$ cat config.mk
export PLATFORM = sky130hd
export DESIGN_NAME = split_sprite_ctrl_flat
export DESIGN_NICKNAME = d
export VERILOG_FILES = /design/src/rtl/split_sprite_ctrl_if.sv /design/src/rtl/split_sprite_ctrl.sv /design/src/flat_wrapper.sv
export SDC_FILE = /design/constraint.sdc
export NUM_CORES = 1
export LEC_CHECK = 0
export BUFFER_PORTS_ARGS = -buffer_cell sky130_fd_sc_hd__buf_2
export CORE_MARGIN = 2
export CORE_UTILIZATION = 25
export DETAILED_ROUTE_END_ITERATION = 6
export PLACE_DENSITY = 0.44
export SLEW_MARGIN = 10
export SYNTH_ARGS = -nofsm -noshare
export SYNTH_HDL_FRONTEND = slang
export SYNTH_SLANG_ARGS = --single-unit
export TNS_END_PERCENT = 20
$ cat constraint.sdc
create_clock -name pixel_clk_in -period 11.2 [get_ports pixel_clk_in]
set_clock_uncertainty 0.05 [all_clocks]
set_input_delay 1.12 -clock pixel_clk_in [delete_from_list [all_inputs] [get_ports pixel_clk_in]]
set_output_delay 1.12 -clock pixel_clk_in [all_outputs]
set_load 0.005 [all_outputs]
$ cat src/rtl/split_sprite_ctrl_if.sv
// Control/status bundle between a split_sprite_ctrl and the logic that launches, slices and
// renders one veggie.
interface split_sprite_ctrl_if;
  logic        frame_in;
  logic        launch_in;
  logic [10:0] launch_x_in;
  logic [7:0]  launch_vx_in;
  logic [7:0]  launch_vy_in;
  logic        slice_in;
  logic [9:0]  slice_angle_in;
  logic        busy_out;
  logic        split_out;
  logic [9:0]  angle_out;
  logic [10:0] top_x_out;
  logic [9:0]  top_y_out;
  logic [10:0] bot_x_out;
  logic [9:0]  bot_y_out;
  logic        veggie_gone_out;
  logic        missed_out;

  // Driver of the stimulus side (game logic / testbench)
  modport master (
    output frame_in, launch_in, launch_x_in, launch_vx_in, launch_vy_in,
           slice_in, slice_angle_in,
    input  busy_out, split_out, angle_out, top_x_out, top_y_out,
           bot_x_out, bot_y_out, veggie_gone_out, missed_out
  );

  // The sequencer itself
  modport slave (
    input  frame_in, launch_in, launch_x_in, launch_vx_in, launch_vy_in,
           slice_in, slice_angle_in,
    output busy_out, split_out, angle_out, top_x_out, top_y_out,
           bot_x_out, bot_y_out, veggie_gone_out, missed_out
  );
endinterface

$ cat src/rtl/split_sprite_ctrl.sv
// Per-veggie sequencer: launches a veggie, steps its ballistic trajectory once per frame,
// separates the two halves after a slice and signals retirement with a one-cycle pulse.
module split_sprite_ctrl #(
  parameter int WIDTH        = 256,
  parameter int HEIGHT       = 256,
  parameter int SCREEN_W     = 1024,
  parameter int SCREEN_H     = 768,
  parameter int GRAVITY      = 1,
  parameter int SEP_SPEED    = 2,
  parameter int SPLIT_FRAMES = 60
) (
  input  logic                pixel_clk_in,
  input  logic                rst_in,
  split_sprite_ctrl_if.slave  bus
);

  if (WIDTH < 1 || HEIGHT < 2 || SPLIT_FRAMES < 1 || SPLIT_FRAMES > 256) begin : g_bad_params
    $error("split_sprite_ctrl: unsupported sprite geometry or SPLIT_FRAMES");
  end

  typedef enum logic [1:0] {IDLE, WHOLE, SPLIT, GONE} state_t;

  localparam int                 START_Y_I = SCREEN_H + HEIGHT / 2;
  localparam logic signed [11:0] START_Y   = 12'(START_Y_I);
  localparam logic signed [12:0] X_MAX     = 13'(SCREEN_W - 1);
  localparam logic signed [12:0] Y_MIN     = -13'sd512;
  localparam logic signed [12:0] Y_MAX     = 13'sd1023;
  localparam logic [7:0]         LAST_FRM  = 8'(SPLIT_FRAMES - 1);

  state_t             state_reg, state_next;
  logic signed [11:0] cx_reg, cx_next, cy_reg, cy_next;
  logic signed [7:0]  vx_reg, vx_next, vy_reg, vy_next;
  logic [9:0]         sep_reg, sep_next;
  logic [7:0]         fcnt_reg, fcnt_next;
  logic               missed_reg, missed_next;

  logic               busy_reg, busy_next;
  logic               split_reg, split_next;
  logic [9:0]         angle_reg, angle_next;
  logic [10:0]        top_x_reg, top_x_next, bot_x_reg, bot_x_next;
  logic [9:0]         top_y_reg, top_y_next, bot_y_reg, bot_y_next;
  logic               gone_reg, gone_next;
  logic               missed_out_reg, missed_out_next;

  logic signed [12:0] cx_sum, cy_sum;
  logic signed [11:0] cx_step, cy_step;
  logic signed [8:0]  vy_sum;
  logic signed [7:0]  vy_step;
  logic [10:0]        sep_sum;
  logic [9:0]         sep_step;
  logic               past_floor;
  logic signed [12:0] cy_wide, sep_wide;

  function automatic logic [9:0] clamp_y(input logic signed [12:0] v);
    if (v < 13'sd0)
      return 10'd0;
    else if (v > 13'sd1023)
      return 10'd1023;
    else
      return v[9:0];
  endfunction

  // One frame of ballistic motion, computed unconditionally and used only on frame_in
  always_comb begin
    cx_sum = $signed({cx_reg[11], cx_reg}) + $signed({{5{vx_reg[7]}}, vx_reg});
    cy_sum = $signed({cy_reg[11], cy_reg}) + $signed({{5{vy_reg[7]}}, vy_reg});
    vy_sum = $signed({vy_reg[7], vy_reg}) + $signed(9'(GRAVITY));

    if (cx_sum < 13'sd0)
      cx_step = 12'sd0;
    else if (cx_sum > X_MAX)
      cx_step = X_MAX[11:0];
    else
      cx_step = cx_sum[11:0];

    if (cy_sum < Y_MIN)
      cy_step = Y_MIN[11:0];
    else if (cy_sum > Y_MAX)
      cy_step = Y_MAX[11:0];
    else
      cy_step = cy_sum[11:0];

    vy_step    = (vy_sum > 9'sd127) ? 8'sd127 : vy_sum[7:0];
    past_floor = (cy_step > START_Y);

    sep_sum  = {1'b0, sep_reg} + 11'(SEP_SPEED);
    sep_step = (sep_sum > 11'd1023) ? 10'd1023 : sep_sum[9:0];
  end

  // Next-state and registered-output logic
  always_comb begin
    state_next  = state_reg;
    cx_next     = cx_reg;
    cy_next     = cy_reg;
    vx_next     = vx_reg;
    vy_next     = vy_reg;
    sep_next    = sep_reg;
    fcnt_next   = fcnt_reg;
    missed_next = missed_reg;
    angle_next  = angle_reg;
    top_x_next  = top_x_reg;
    bot_x_next  = bot_x_reg;
    top_y_next  = top_y_reg;
    bot_y_next  = bot_y_reg;
    cy_wide     = '0;
    sep_wide    = '0;

    case (state_reg)
      IDLE: begin
        if (bus.launch_in) begin
          cx_next     = {1'b0, bus.launch_x_in};
          cy_next     = START_Y;
          vx_next     = bus.launch_vx_in;
          vy_next     = bus.launch_vy_in;
          sep_next    = '0;
          fcnt_next   = '0;
          missed_next = 1'b0;
          state_next  = WHOLE;
        end
      end
      WHOLE: begin
        if (bus.frame_in) begin
          cx_next = cx_step;
          cy_next = cy_step;
          vy_next = vy_step;
        end
        // A slice in the same cycle as a fatal frame still counts as a hit
        if (bus.slice_in) begin
          angle_next = bus.slice_angle_in;
          sep_next   = '0;
          fcnt_next  = '0;
          state_next = SPLIT;
        end else if (bus.frame_in && vy_reg > 8'sd0 && past_floor) begin
          missed_next = 1'b1;
          state_next  = GONE;
        end
      end
      SPLIT: begin
        if (bus.frame_in) begin
          cx_next   = cx_step;
          cy_next   = cy_step;
          vy_next   = vy_step;
          sep_next  = sep_step;
          fcnt_next = fcnt_reg + 8'd1;
          if (fcnt_reg == LAST_FRM || past_floor) begin
            missed_next = 1'b0;
            state_next  = GONE;
          end
        end
      end
      default: state_next = IDLE;
    endcase

    // Positions track the centre while whole, spread apart while split, and hold otherwise
    cy_wide  = {cy_next[11], cy_next};
    sep_wide = {3'b000, sep_next};
    if ((state_reg == IDLE && bus.launch_in) || state_reg == WHOLE) begin
      top_x_next = cx_next[10:0];
      bot_x_next = cx_next[10:0];
      top_y_next = clamp_y(cy_wide);
      bot_y_next = clamp_y(cy_wide);
    end else if (state_reg == SPLIT) begin
      top_x_next = cx_next[10:0];
      bot_x_next = cx_next[10:0];
      top_y_next = clamp_y(cy_wide - sep_wide);
      bot_y_next = clamp_y(cy_wide + sep_wide);
    end

    busy_next       = (state_next == WHOLE) || (state_next == SPLIT);
    split_next      = (state_next == SPLIT);
    gone_next       = (state_next == GONE);
    missed_out_next = (state_next == GONE) && missed_next;
  end

  always_ff @(posedge pixel_clk_in or negedge rst_in) begin
    if (!rst_in) begin
      state_reg      <= IDLE;
      cx_reg         <= '0;
      cy_reg         <= '0;
      vx_reg         <= '0;
      vy_reg         <= '0;
      sep_reg        <= '0;
      fcnt_reg       <= '0;
      missed_reg     <= 1'b0;
      busy_reg       <= 1'b0;
      split_reg      <= 1'b0;
      angle_reg      <= '0;
      top_x_reg      <= '0;
      bot_x_reg      <= '0;
      top_y_reg      <= '0;
      bot_y_reg      <= '0;
      gone_reg       <= 1'b0;
      missed_out_reg <= 1'b0;
    end else begin
      state_reg      <= state_next;
      cx_reg         <= cx_next;
      cy_reg         <= cy_next;
      vx_reg         <= vx_next;
      vy_reg         <= vy_next;
      sep_reg        <= sep_next;
      fcnt_reg       <= fcnt_next;
      missed_reg     <= missed_next;
      busy_reg       <= busy_next;
      split_reg      <= split_next;
      angle_reg      <= angle_next;
      top_x_reg      <= top_x_next;
      bot_x_reg      <= bot_x_next;
      top_y_reg      <= top_y_next;
      bot_y_reg      <= bot_y_next;
      gone_reg       <= gone_next;
      missed_out_reg <= missed_out_next;
    end
  end

  assign bus.busy_out        = busy_reg;
  assign bus.split_out       = split_reg;
  assign bus.angle_out       = angle_reg;
  assign bus.top_x_out       = top_x_reg;
  assign bus.top_y_out       = top_y_reg;
  assign bus.bot_x_out       = bot_x_reg;
  assign bus.bot_y_out       = bot_y_reg;
  assign bus.veggie_gone_out = gone_reg;
  assign bus.missed_out      = missed_out_reg;

endmodule

$ cat src/flat_wrapper.sv
// flat-port wrapper written by rule: the top's interface ports become plain ports
module split_sprite_ctrl_flat 
#(
  parameter int WIDTH        = 256,
  parameter int HEIGHT       = 256,
  parameter int SCREEN_W     = 1024,
  parameter int SCREEN_H     = 768,
  parameter int GRAVITY      = 1,
  parameter int SEP_SPEED    = 2,
  parameter int SPLIT_FRAMES = 60
)
  (pixel_clk_in, rst_in, bus_frame_in, bus_launch_in, bus_launch_x_in, bus_launch_vx_in, bus_launch_vy_in, bus_slice_in, bus_slice_angle_in, bus_busy_out, bus_split_out, bus_angle_out, bus_top_x_out, bus_top_y_out, bus_bot_x_out, bus_bot_y_out, bus_veggie_gone_out, bus_missed_out);
  split_sprite_ctrl_if bus_i ();
  input  logic pixel_clk_in;
  input  logic rst_in;
  input wire logic [$bits(bus_i.frame_in)-1:0] bus_frame_in;
  input wire logic [$bits(bus_i.launch_in)-1:0] bus_launch_in;
  input wire logic [$bits(bus_i.launch_x_in)-1:0] bus_launch_x_in;
  input wire logic [$bits(bus_i.launch_vx_in)-1:0] bus_launch_vx_in;
  input wire logic [$bits(bus_i.launch_vy_in)-1:0] bus_launch_vy_in;
  input wire logic [$bits(bus_i.slice_in)-1:0] bus_slice_in;
  input wire logic [$bits(bus_i.slice_angle_in)-1:0] bus_slice_angle_in;
  output wire logic [$bits(bus_i.busy_out)-1:0] bus_busy_out;
  output wire logic [$bits(bus_i.split_out)-1:0] bus_split_out;
  output wire logic [$bits(bus_i.angle_out)-1:0] bus_angle_out;
  output wire logic [$bits(bus_i.top_x_out)-1:0] bus_top_x_out;
  output wire logic [$bits(bus_i.top_y_out)-1:0] bus_top_y_out;
  output wire logic [$bits(bus_i.bot_x_out)-1:0] bus_bot_x_out;
  output wire logic [$bits(bus_i.bot_y_out)-1:0] bus_bot_y_out;
  output wire logic [$bits(bus_i.veggie_gone_out)-1:0] bus_veggie_gone_out;
  output wire logic [$bits(bus_i.missed_out)-1:0] bus_missed_out;
  assign bus_i.frame_in = bus_frame_in;
  assign bus_i.launch_in = bus_launch_in;
  assign bus_i.launch_x_in = bus_launch_x_in;
  assign bus_i.launch_vx_in = bus_launch_vx_in;
  assign bus_i.launch_vy_in = bus_launch_vy_in;
  assign bus_i.slice_in = bus_slice_in;
  assign bus_i.slice_angle_in = bus_slice_angle_in;
  assign bus_busy_out = bus_i.busy_out;
  assign bus_split_out = bus_i.split_out;
  assign bus_angle_out = bus_i.angle_out;
  assign bus_top_x_out = bus_i.top_x_out;
  assign bus_top_y_out = bus_i.top_y_out;
  assign bus_bot_x_out = bus_i.bot_x_out;
  assign bus_bot_y_out = bus_i.bot_y_out;
  assign bus_veggie_gone_out = bus_i.veggie_gone_out;
  assign bus_missed_out = bus_i.missed_out;
  split_sprite_ctrl #(.WIDTH(WIDTH), .HEIGHT(HEIGHT), .SCREEN_W(SCREEN_W), .SCREEN_H(SCREEN_H), .GRAVITY(GRAVITY), .SEP_SPEED(SEP_SPEED), .SPLIT_FRAMES(SPLIT_FRAMES)) u_core (.pixel_clk_in(pixel_clk_in), .rst_in(rst_in), .bus(bus_i));
endmodule
==> results of run 1 <==
[per-layer routing]
layer / wire length, um / global-route usage (%) / share of wire [%] / vias to the layer above
met5: 0 / 0 / 0 / -
met2: 12000 / 24.9 / 46 / 158
met1: 12500 / 21.9 / 48 / 3464
met4: 518 / 4.96 / 2.0 / 0
li1: - / - / - / 3531
met3: 869 / 1.96 / 3.4 / 26
[layout by cell type (no fill, tap or decap), types with 13 or more instances in the layout]
| cell | count |
|---|---|
| dfrtp_1 | 106 |
| buf_2 | 96 |
| nand2_1 | 79 |
| o21ai_0 | 70 |
| nor2_1 | 63 |
| ha_1 | 57 |
| a21oi_1 | 55 |
| inv_1 | 45 |
| nand3_1 | 36 |
| mux2_2 | 27 |
| xnor2_1 | 26 |
| a21o_1 | 24 |
| nor3_1 | 19 |
| o22ai_1 | 18 |
| o211ai_1 | 17 |
| nor2b_1 | 14 |
| a31oi_1 | 13 |
[logic make-up (layout without fill, tap and decap cells)]
group / Yosys count / after routing / share of synthesized area [%]
AOI/OAI and AO/OA: 306 / 306 / 26.0
and+or+nand+nor: 297 / 297 / 18.3
DFF: 106 / 106 / 32.9
buffers and inverters: 94 / 163 / 5.22
adders and majority gates: 61 / 61 / 9.85
xor gates and xnor gates: 36 / 36 / 3.91
muxes: 27 / 27 / 3.77
[cell type report]
type                            instances  area [sq um]  share of cell area (%)
Multi-Input combinational cell        727          4990                    54.5
Sequential cell                       106          2650                    29.0
Timing Repair Buffer                  101           518                    5.66
Tap cell                              402           503                    5.50
Clock buffer                            9           225                    2.46
Inverter                               46           173                    1.89
Clock inverter                          7          88.8                   0.971
[through the flow]
step | util (%) | hold WS [ns] | setup slack (ns) | std cells | instance area [sq um]
floorplan | - | 0.418 | 6.20 | 927 | 8060
global placement | 27.9 | 0.434 | 5.35 | 1382 | 8830
detailed placement | 27.9 | 0.438 | 5.28 | 1382 | 8830
CTS | 28.9 | 0.456 | 5.25 | 1398 | 9150
global route | 28.9 | 0.460 | 4.54 | 1398 | 9150
finish | 28.9 | 0.452 | 5.20 | 1398 | 9150
[synth_stat cells, drive strengths merged (12+ instances only)]
cell type,number,area share [%]
dfrtp,106,33
o21ai,77,4.9
xnor2,26,2.8
nand2b,12,0.93
a21oi,59,3.9
nand2,79,3.7
inv,46,2.1
ha,57,8.9
nor2b,14,1.1
a211oi,14,1.7
a21o,24,2.2
buf,27,2.1
clkbuf,21,0.99
nand3,36,2.2
nor2,64,3.0
mux2,27,3.8
o211ai,17,1.6
nor3,21,1.4
a31oi,13,1.0
o22ai,19,1.6
[path summary, 6_finish.rpt]
kind,endpoint,slack [ns],cells past startpoint
min in group asynchronous,u_core.cx_reg[5]$_DFF_PN0_,0.74,1
max reg2reg,u_core.bus.bot_y_out[1]$_DFFE_PN0P_,5.20,22
max in group asynchronous,u_core.sep_reg[8]$_DFF_PN0_,9.12,2
min reg2reg,u_core.bus.angle_out[1]$_DFFE_PN0P_,0.45,1
max,u_core.bus.bot_y_out[1]$_DFFE_PN0P_,5.20,22
min,u_core.bus.angle_out[1]$_DFFE_PN0P_,0.45,1
[critical path, cell delays in order, from the launching register on]
cell and delay [ns]:
dfrtp_1 0.44, ha_1 0.19, inv_1 0.05, fa_1 0.41, nand2b_1 0.20, a21oi_2 0.27, o2111ai_1 0.22, and3_1 0.37
nor3_1 0.42, nor2_1 0.16, or2_1 0.27, a22o_1 0.22, ha_1 0.23, fa_1 0.42, nor2b_1 0.17, o2111a_1 0.27
nor3_1 0.36, o31ai_1 0.19, o211ai_1 0.14, a222oi_1 0.12, buf_4 0.21, a211oi_1 0.32, o22ai_1 0.14
==> run_results.csv, run 1 <==
group,metric,value,unit
grt,grt_pass1_vias,6874,
synthesis,postSynth.asyncResetShare,100,%
setup_path,crit_fanout,10,
synthesis,yosys_warnings,0,
cells_and_area,drive_above_1_share,17.5,%
setup_path,arrival,6.19,ns
detailed_routing,wl_per_cell,18.5,um
job,maxCapViolCount,0,
timing,fmax,167,MHz
synthesis,ys_ff_latch,106,
synthesis,synth_nets,1030,
timing,slew_violations,0,
detailed_routing,drt_iter0_markers,470,
synthesis,postSynthCellCount,927,
clock_network,cts_max_level,3,
clock_network,insertion_delay,0.37,ns
cells_and_area,syn2layout_area_growth,13.6,%
synthesis,avgSynthCellArea,8.69,sq um
placed_design,port_buffers,97,
cells_and_area,num_antenna_cells,0,
detailed_routing,via_per_inst,5.14,
timing,rsz0062_at_grt,"no",
clock_network,cts.repair.resized,0,
timing,worst_pin_slew,1.06,ns
grt,antenna_found_initial,0,
timing,finalCritPeriodShare,53.6,%
setup_path,critPathCaptureType,"register",
synthesis,synth_edf_count,0,
setup_path,worst-setup-path-type,"reg2reg",
synthesis,syn_area,0.00806,sq mm
clock_network,cts_buffer_depth,2,
cells_and_area,nets,1094,
floorplan,row_count,65,
timing,fin_tns_setup,0,ns
floorplan,core-area,0.0316,sq mm
detailed_routing,dr.pass1.iters,5,
detailed_routing,ant_nets,0,
floorplan,die-area,0.0337,sq mm
floorplan,die_w,184,um
clock_network,clk_pin_slew,0.09,ns
clock_network,cts_setup_buffers,0,
cells_and_area,fill_cells,3345,
timing,maxSlewHeadroom,28.9,%
floorplan,die_h,184,um
setup_path,rr_startpoint,"u_core.vy_reg[0]$_DFFE_PN0P_",
hold_path,hold_class,"reg2reg",
grt,grt_max_degree,55,
hold_path,min-delay-start,"u_core.bus.angle_out[1]$_DFFE_PN0P_",
clock_network,cts.sinks,106,
timing,setup_viol,0,
clock_network,cts_made_buffers,9,
timing,finalHoldViolCount,0,
detailed_routing,drc,0,
clock_network,root_buffer,"clkbuf_16",
setup_path,crit_start,"u_core.vy_reg[0]$_DFFE_PN0P_",
detailed_routing,wl,25900,um
detailed_routing,vias,7179,
grt,overflow,0,
status,outcome,"complete, no violations",
clock_network,cts.hold.buffers_added,0,
grt,grt.total_usage,15.6,%
grt,grt_pass1_wl,40500,um
floorplan,io_pins,98,
synthesis,seq_area_frac_synth,32.9,%
setup_path,cp.required,11.39,ns
clock_network,cts_tree,"done",
synthesis,synth_cell_types,87,
placed_design,hpwlAfterDp,19900,um
setup_path,start_kind,"register",
synthesis,ys.flop_type,"dfrtp_1",
placed_design,gp_congestion,0.882,
timing,fin_crit,6.00,ns
floorplan,initial_core_util,25.5,%
Power of run 1 is not shown: default switching activity piles up to over one toggle a cycle in this logic, so the estimate is an artifact.
==> run 2, diff against run 1 <==
PLACE_DENSITY = 0.45   (was 0.44)
clock period = 5.4 ns   (was 11.2 ns; I/O delays follow)
==> run 2 against run 1 <==
  * Critical path depth shrank 3
  * Global-route usage grew 0.063 points
  * Hold slack lost 0.20 ns
  * Register-to-register slack lost 4.8 ns
  * Routed wire length grew 1.8%
  * Clock-buffer cell count grew 1
  * Maximum frequency grew 20%
  * Final cell count grew 2.7%
  * Non-clock buffer count grew 38
  * Setup slack lost 4.8 ns
  * Flip-flop and latch count is the same
==> run_results.csv, run 2 (same netlist as run 1, synthesis figures left out) <==
group,metric,value,unit
status,outcome,"complete, no violations",
setup_path,worst-setup-path-type,"reg2reg",
grt,gr-usage-met1,21.7,%
clock_network,cts_tree,"done",
cells_and_area,fill_cells,3377,
cells_and_area,fin_util,30.0,%
floorplan,die_h,184,um
setup_path,critPathCaptureType,"register",
detailed_routing,wl,26300,um
cells_and_area,syn2layout_area_growth,17.8,%
placed_design,gp_congestion,0.885,
floorplan,io_pins,98,
setup_path,ff2ff_path_depth,19,
timing,fin_crit,5.01,ns
grt,met3_usage,2.22,%
floorplan,die-area,0.0337,sq mm
clock_network,cts.sinks,106,
setup_path,crit_fanout,10,
cells_and_area,layout_common_cells,"105 x dfrtp_1, 96 x buf_2, 79 x nand2_1",
timing,slew_violations,0,
cells_and_area,num_antenna_cells,0,
detailed_routing,via_per_inst,5.12,
clock_network,cts_made_buffers,9,
placed_design,dp_cells,1416,
timing,hold_slack,0.248,ns
timing,finalHoldViolCount,0,
setup_path,cp.required,5.65,ns
grt,grt_pass1_wl,40900,um
clock_network,cts_buffer_depth,2,
timing,maxSlewHeadroom,38.0,%
setup_path,r2r_setup_slack,0.39,ns
grt,grt_max_degree,66,
cells_and_area,multiInputGateArea,0.00506,sq mm
detailed_routing,wl_per_cell,18.3,um
grt,grt_pass1_vias,7055,
floorplan,row_count,65,
detailed_routing,drc,0,
timing,fmax,200,MHz
setup_path,r2r_end,"u_core.bus.top_y_out[4]$_DFFE_PN0P_",
cells_and_area,final_common_cell,"dfrtp_1",
grt,overflow,0,
setup_path,arrival,5.27,ns
grt,grt.met2_usage,25.5,%
clock_network,cts_max_level,3,
placed_design,port_buffers,97,
cells_and_area,drive_above_1_share,22.1,%
clock_network,clk_pin_slew,0.08,ns
floorplan,die_w,184,um
timing,finalCritPeriodShare,92.8,%
detailed_routing,ant_nets,0,
clock_network,cts.hold.buffers_added,0,
grt,busiest_layer,"met2",
hold_path,hold_class,"in2async",
detailed_routing,drt_iter0_markers,527,
floorplan,core-area,0.0316,sq mm
timing,setup_viol,0,
clock_network,insertion_delay,0.37,ns
detailed_routing,vias,7357,
setup_path,rr_startpoint,"u_core.cy_reg[4]$_DFF_PN0_",
grt,antenna_found_initial,0,
floorplan,initial_core_util,25.5,%
cells_and_area,nets,1132,
placed_design,hpwlAfterDp,20500,um
setup_path,start_kind,"register",
job,maxCapViolCount,0,
cells_and_area,final_cell_count_no_fill,1436,
clock_network,root_buffer,"clkbuf_16",
grt,grt.total_usage,15.7,%
detailed_routing,dr.pass1.iters,5,
timing,worst_pin_slew,0.927,ns
cells_and_area,regArea,0.00265,sq mm
run 2: timing repair:
item	in CTS	in global routing
setup endpoints to repair	9	20
pin swaps	1	2
hold endpoints to repair	0	0
buffers inserted	3	1
resized for setup	1	20
run 2: area by class of cell:
| type | instances | share of cell area, % |
|---|---|---|
| tap | 402 | 5.30 |
| timing repair buffer | 139 | 8.47 |
| inverter | 46 | 1.82 |
| clock buffer | 10 | 2.52 |
| sequential | 106 | 28.0 |
| clock inverter | 6 | 0.567 |
| multi-input combinational | 727 | 53.4 |
run 2: worst max-delay path by stage:
stage	slack (ns)	end	cells after the start	start
6_report	0.39	u_core.bus.top_y_out[4]$_DFFE_PN0P_	19	u_core.cy_reg[4]$_DFF_PN0_
2_1_floorplan	0.40	u_core.bus.bot_y_out[1]$_DFFE_PN0P_	23	u_core.vy_reg[0]$_DFFE_PN0P_
3_3_place_gp	-0.04	u_core.bus.top_y_out[4]$_DFFE_PN0P_	19	u_core.vy_reg[7]$_DFFE_PN0P_
5_1_grt	-0.04	u_core.bus.bot_y_out[6]$_DFFE_PN0P_	22	u_core.cy_reg[0]$_DFF_PN0_
3_5_place_dp	0.02	u_core.bus.top_y_out[4]$_DFFE_PN0P_	19	u_core.vy_reg[7]$_DFFE_PN0P_
4_1_cts	0.05	u_core.bus.bot_y_out[1]$_DFFE_PN0P_	21	u_core.vy_reg[7]$_DFFE_PN0P_
run 2: critical path, cell delays in order (launching register included):
cell and delay, ns:
dfrtp_1 0.42, ha_1 0.36, and2_1 0.22, a41o_1 0.29, o211a_1 0.26, a211oi_4 0.29
nand3_1 0.15, o21ai_1 0.21, or2_1 0.15, a21boi_0 0.09, ha_1 0.26, fa_1 0.40
o21bai_1 0.17, a21oi_1 0.12, nor4_2 0.21, o32ai_1 0.19, o31a_1 0.28, or3_4 0.45
a21oi_1 0.23, o22a_1 0.15
run 2: stage by stage:
step | setup WS [ns] | setup TNS (ns) | area [sq um]
CTS | 0.0494 | 0 | 9410
detailed placement | 0.0250 | 0 | 9090
global placement | -0.0365 | -0.0528 | 9090
global route | -0.0431 | -0.0710 | 9490
floorplan | 0.400 | 0 | 8060
finish | 0.389 | 0 | 9490
run 2: metal layers:
layer | vias up | part of all wire, %
met5 | - | 0
met4 | 0 | 1.7
met3 | 26 | 3.1
met2 | 138 | 46
met1 | 3585 | 49
li1 | 3608 | -
Power of run 2 is left out for the same reason.
